`src/rtl/interleaver_pkg.sv`:
```
// Shared types and sizing helpers for the ping-pong block interleaver.
// Latency: none (package only); backpressure: n/a.
package interleaver_pkg;

  typedef enum logic [1:0] {
    EMPTY    = 2'd0,
    FILLING  = 2'd1,
    FULL     = 2'd2,
    DRAINING = 2'd3
  } bank_state_t;

  localparam int ROWS_DEF = 7;
  localparam int COLS_DEF = 4;

  // Counter width for a range of n values, never narrower than one bit.
  function automatic int cnt_width(input int n);
    return (n > 1) ? $clog2(n) : 1;
  endfunction

endpackage

```
`src/rtl/interleaver_bank.sv`:
```
// One interleaver bank: N-entry symbol store plus its EMPTY/FILLING/FULL/DRAINING state.
// Latency: writes land on the edge, reads are combinational from rd_addr; the top stalls via state.
module interleaver_bank
  import interleaver_pkg::*;
#(
  parameter int N          = 28,
  parameter int DATA_WIDTH = 1,
  parameter int AW         = cnt_width(N)
) (
  input  logic                  clk,
  input  logic                  rst,
  input  logic                  wr_en,
  input  logic [AW-1:0]         wr_addr,
  input  logic [DATA_WIDTH-1:0] wr_dat,
  input  logic                  wr_last,
  input  logic                  rd_en,
  input  logic [AW-1:0]         rd_addr,
  input  logic                  rd_last,
  output logic [DATA_WIDTH-1:0] rd_dat,
  output bank_state_t           state
);

  logic [DATA_WIDTH-1:0] mem [N];
  bank_state_t           state_nxt;

  // Contents need no reset: a bank is only read once its state says FULL.
  always_ff @(posedge clk) begin
    if (wr_en) mem[wr_addr] <= wr_dat;
  end

  assign rd_dat = mem[rd_addr];

  always_ff @(posedge clk or posedge rst) begin
    if (rst) state <= EMPTY;
    else     state <= state_nxt;
  end

  always_comb begin
    state_nxt = state;
    case (state)
      EMPTY:    if (wr_en) state_nxt = wr_last ? FULL : FILLING;
      FILLING:  if (wr_en && wr_last) state_nxt = FULL;
      FULL:     if (rd_en) state_nxt = rd_last ? EMPTY : DRAINING;
      DRAINING: if (rd_en && rd_last) state_nxt = EMPTY;
      default:  state_nxt = EMPTY;
    endcase
  end

endmodule

```
`src/rtl/block_interleaver.sv`:
```
// Ping-pong row-in/column-out block interleaver; one bank fills while the other drains.
// Latency: o_valid one cycle after a block's last accept; o_data/o_valid hold while i_ready is low.
module block_interleaver
  import interleaver_pkg::*;
#(
  parameter int ROWS       = ROWS_DEF,
  parameter int COLS       = COLS_DEF,
  parameter int DATA_WIDTH = 1
) (
  input  logic                  i_clk,
  input  logic                  i_rst,
  input  logic [DATA_WIDTH-1:0] i_data,
  input  logic                  i_valid,
  output logic                  o_ready,
  output logic [DATA_WIDTH-1:0] o_data,
  output logic                  o_valid,
  input  logic                  i_ready
);

  localparam int N  = ROWS * COLS;
  localparam int AW = cnt_width(N);
  localparam int RW = cnt_width(ROWS);
  localparam int CW = cnt_width(COLS);

  logic                  wsel, rsel;
  logic [AW-1:0]         wcnt, raddr;
  logic [RW-1:0]         ri;
  logic [CW-1:0]         rj;
  logic                  w_acc, r_acc, w_last, r_last;
  bank_state_t           st   [2];
  logic [DATA_WIDTH-1:0] rdat [2];

  // Handshakes decode registered bank state only, never the partner's valid/ready.
  assign o_ready = (st[wsel] == EMPTY) || (st[wsel] == FILLING);
  assign o_valid = (st[rsel] == FULL)  || (st[rsel] == DRAINING);
  assign o_data  = o_valid ? rdat[rsel] : '0;

  assign w_acc  = i_valid && o_ready;
  assign r_acc  = o_valid && i_ready;
  assign w_last = (wcnt == AW'(N - 1));
  assign r_last = (ri == RW'(ROWS - 1)) && (rj == CW'(COLS - 1));

  for (genvar b = 0; b < 2; b++) begin : g_bank
    interleaver_bank #(
      .N          (N),
      .DATA_WIDTH (DATA_WIDTH),
      .AW         (AW)
    ) u_bank (
      .clk     (i_clk),
      .rst     (i_rst),
      .wr_en   (w_acc && (wsel == 1'(b))),
      .wr_addr (wcnt),
      .wr_dat  (i_data),
      .wr_last (w_last),
      .rd_en   (r_acc && (rsel == 1'(b))),
      .rd_addr (raddr),
      .rd_last (r_last),
      .rd_dat  (rdat[b]),
      .state   (st[b])
    );
  end

  // raddr tracks rj*ROWS + ri incrementally: +ROWS per column step, restart at ri+1 per row.
  always_ff @(posedge i_clk or posedge i_rst) begin
    if (i_rst) begin
      wsel  <= 1'b0;
      rsel  <= 1'b0;
      wcnt  <= '0;
      raddr <= '0;
      ri    <= '0;
      rj    <= '0;
    end else begin
      if (w_acc) begin
        if (w_last) begin
          wcnt <= '0;
          wsel <= ~wsel;
        end else begin
          wcnt <= wcnt + AW'(1);
        end
      end
      if (r_acc) begin
        if (rj == CW'(COLS - 1)) begin
          rj <= '0;
          if (ri == RW'(ROWS - 1)) begin
            ri    <= '0;
            raddr <= '0;
            rsel  <= ~rsel;
          end else begin
            ri    <= ri + RW'(1);
            raddr <= AW'(ri) + AW'(1);
          end
        end else begin
          rj    <= rj + CW'(1);
          raddr <= raddr + AW'(ROWS);
        end
      end
    end
  end

endmodule

```
`config.mk`:
```
export PLATFORM = sky130hd
export DESIGN_NAME = block_interleaver
export DESIGN_NICKNAME = d
export VERILOG_FILES = /design/src/rtl/interleaver_pkg.sv /design/src/rtl/interleaver_bank.sv /design/src/rtl/block_interleaver.sv
export SDC_FILE = /design/constraint.sdc
export NUM_CORES = 1
export LEC_CHECK = 0
export BUFFER_PORTS_ARGS = -buffer_cell sky130_fd_sc_hd__buf_2
export CORE_UTILIZATION = 50
export CTS_BUF_LIST = sky130_fd_sc_hd__clkbuf_16
export DETAILED_ROUTE_END_ITERATION = 16
export HOLD_SLACK_MARGIN = 0.1
export PLACE_DENSITY_LB_ADDON = 0.15
export SLEW_MARGIN = 20
export SYNTH_ARGS = -nofsm -noshare
export SYNTH_HDL_FRONTEND = slang
export SYNTH_HIERARCHICAL = 1
export SYNTH_SLANG_ARGS = --single-unit
```
`constraint.sdc`:
```
create_clock -name i_clk -period 8.3 [get_ports i_clk]
set_clock_uncertainty 0.2 [all_clocks]
set_input_delay 2.49 -clock i_clk [delete_from_list [all_inputs] [get_ports i_clk]]
set_output_delay 2.49 -clock i_clk [all_outputs]
set_load 0.03 [all_outputs]
```
==> summary.md <==
| Metric | Value |
|---|---|
| Outcome | `finished clean` |
| Slowest-stage cell, CP | `dfrtp_1` |
| Vias | `2,252` |
| Final GP Congestion | `0.846` |
| Die area | `7640 sq um` |
| Syn Nets | `300` |
| CP Data Required Time | `5610 ps` |
| Period minus WS final | `5470 ps` |
| TritonCTS clock tree | `built` |
| RSZ-0062 raised after global routing | `false` |
| Fin Hold WS | `288 ps` |
| Largest net degree at the start of global routing | `57` |
| Post-Syn Instances | `292` |
| Worst Path Arrival | `2780 ps` |
| CTS clk-pin slew, worst paths | `60 ps` |
| Pwr/cell area | `302 nW/um^2` |
| Vias in the first global route | `2,259` |
| Critical path type | `reg2out` |
| Clock latency on the worst-skew pair | `320 ps` |
| Most frequent CP cell | `nor2_1` |
| Slew margin rel. | `44.1%` |
| Fillers | `599` |
| Max capacitance violation total | `0` |
| Worst setup EP type | `primary output` |
| Share of layout cells above drive strength 1 | `13.9%` |
| TritonCTS Sinks | `75` |
| Post-layout util | `58.3%` |
| Final net count | `306` |
| Post-cts resize count | `0` |
| I/O pins | `8` |
| Die Y | `87.4 um` |
| Setup TNS | `0 ps` |
| Leakage power | `1.43 nW` |
| Htree depth | `3` |
| Min-delay worst type | `reg2reg` |
| Setup bufs post-CTS | `0` |
| ANT cells | `0` |
| Maximum clock frequency | `0.183 GHz` |
| Met2 Usage GRT | `31.9%` |
| Total GRT Usage | `20.5%` |
| Sequence of cells on the critical path | `mux4_1, mux4_2, nor2_1, a31oi_1, mux2i_1, nor2_1, buf_2` |
| Initial antenna violation count | `0` |
| Ys Warns | `6` |
| Area Growth Syn to Fin | `10.3%` |
| Routing usage on met3 | `3.79%` |
| Top Usage Layer GRT | `met2` |
| Post-DRT Antenna Nets | `0` |
| # hold bufs at CTS | `0` |
| Final hold violations | `0` |
| Startpoint Class | `flip-flop` |
| Port bufs | `7` |
| First-pass GRT wire length | `11.4 mm` |
| Per-cell routed wire length | `17.4 um` |
| Avg Cell Area, Syn | `12.5 sq um` |
| Synth Cell Area | `3650 sq um` |
| Drt total wl | `6.93 mm` |
| Residual DRC count | `0` |
| Initial cell density of the core | `52.8%` |
| Area of the core | `6910 sq um` |
| Critical Path Fanout Max | `17` |
| Slew Viols, Final | `0` |
| Cell Rows | `30` |
| Die width | `87.4 um` |
| Final period util | `65.9%` |
| DP HPWL | `4.47 mm` |
| Clk buf depth | `2` |
| DRT iter0 DRCs | `115` |
| Slew @ Worst Pin | `839 ps` |
| Grt total ovfl | `0` |
| Final setup fails | `0` |
| CTS root buf | `clkbuf_16` |
| First-pass iteration count of the detailed router | `4` |
| Vias per cell | `5.64` |
| Num CTS Buffers | `9` |
| VDD IR max | `0.172 mV` |
| Met1 Use GR | `28.9%` |
| Critical Path Max Stage Delay | `790 ps` |
worst paths after layout:
kind | to | from | slack, ps | cells past startpoint
min in group asynchronous | g_bank[0].u_bank/state[1] | i_rst | 1810 | 2
hold / removal | rj[0] | rj[0] | 290 | 1
hold reg to reg | rj[0] | rj[0] | 290 | 1
max in group asynchronous | raddr[0] | i_rst | 5300 | 2
setup reg to reg | g_bank[0].u_bank/mem[16] | g_bank[0].u_bank/state[1] | 6100 | 3
setup / recovery | o_data | raddr[2] | 2830 | 7
through the flow:
stage / area (sq um) / cells / power, W / worst slack [ps]
after floorplan: 3650 / 292 / 0.000779 / 3660
after global placement: 3740 / 383 / 0.000842 / 3210
after detailed placement: 3740 / 383 / 0.000851 / 3140
after CTS: 4030 / 399 / 0.00123 / 2790
after global routing: 4030 / 399 / 0.00129 / 2650
final: 4030 / 399 / 0.00122 / 2830
worst max-delay path, delay by kind of cell, from the launching register on:
family	cells	cell delay, ps
buf+inv	1	170
flops	1	790
simple gates	2	150
mux	3	1290
compound gates	1	50
routing by layer:
| metal | vias to the layer above | routed length (um) |
|---|---|---|
| met5 | - | 0 |
| met4 | 0 | 61 |
| met3 | 6 | 242 |
| met2 | 45 | 3280 |
| met1 | 1120 | 3340 |
| li1 | 1081 | - |
layout make-up:
cell class	instances	area (sq um)	area share [%]
inverters	9	33.8	0.839
repair buffers	7	35.0	0.870
clock buffers	9	225	5.60
multi-input cells	196	1390	34.6
flip-flops and latches	75	2160	53.6
clock inverters	7	62.6	1.55
well taps	96	120	2.98
registers in the layout, indices dropped and copies added, names as in the netlist:
name	flops
rsel	1
wsel	1
rj	2
wcnt	5
g_bank.u_bank/mem	56
g_bank.u_bank/state	2
ri	3
raddr	5
where the power goes:
part / internal [W] / total (W) / switching, W
Combinational: 0.000152 / 0.000293 / 0.000140
Sequential: 0.000443 / 0.000552 / 0.000110
Clock: 0.000229 / 0.000370 / 0.000141
cell usage in the layout, fill, tap and decap left out, types with 3 or more instances in the layout:
cell type   n
clkbuf_16   9
o21ai_0     9
mux4_2      4
mux2_2      3
o21ai_1     4
dfrtp_1    19
nand2b_1    3
mux2_4      3
or3b_2      4
edfxtp_1   56
mux2i_1     6
nor2_1     66
mux4_1     10
ha_1        3
nor3_1      3
nand3_1     3
o211ai_1    3
inv_1      11
a21oi_1     4
nand2_1    27
buf_2       7
nand3b_1   11
(Power assumes the default switching activity.)
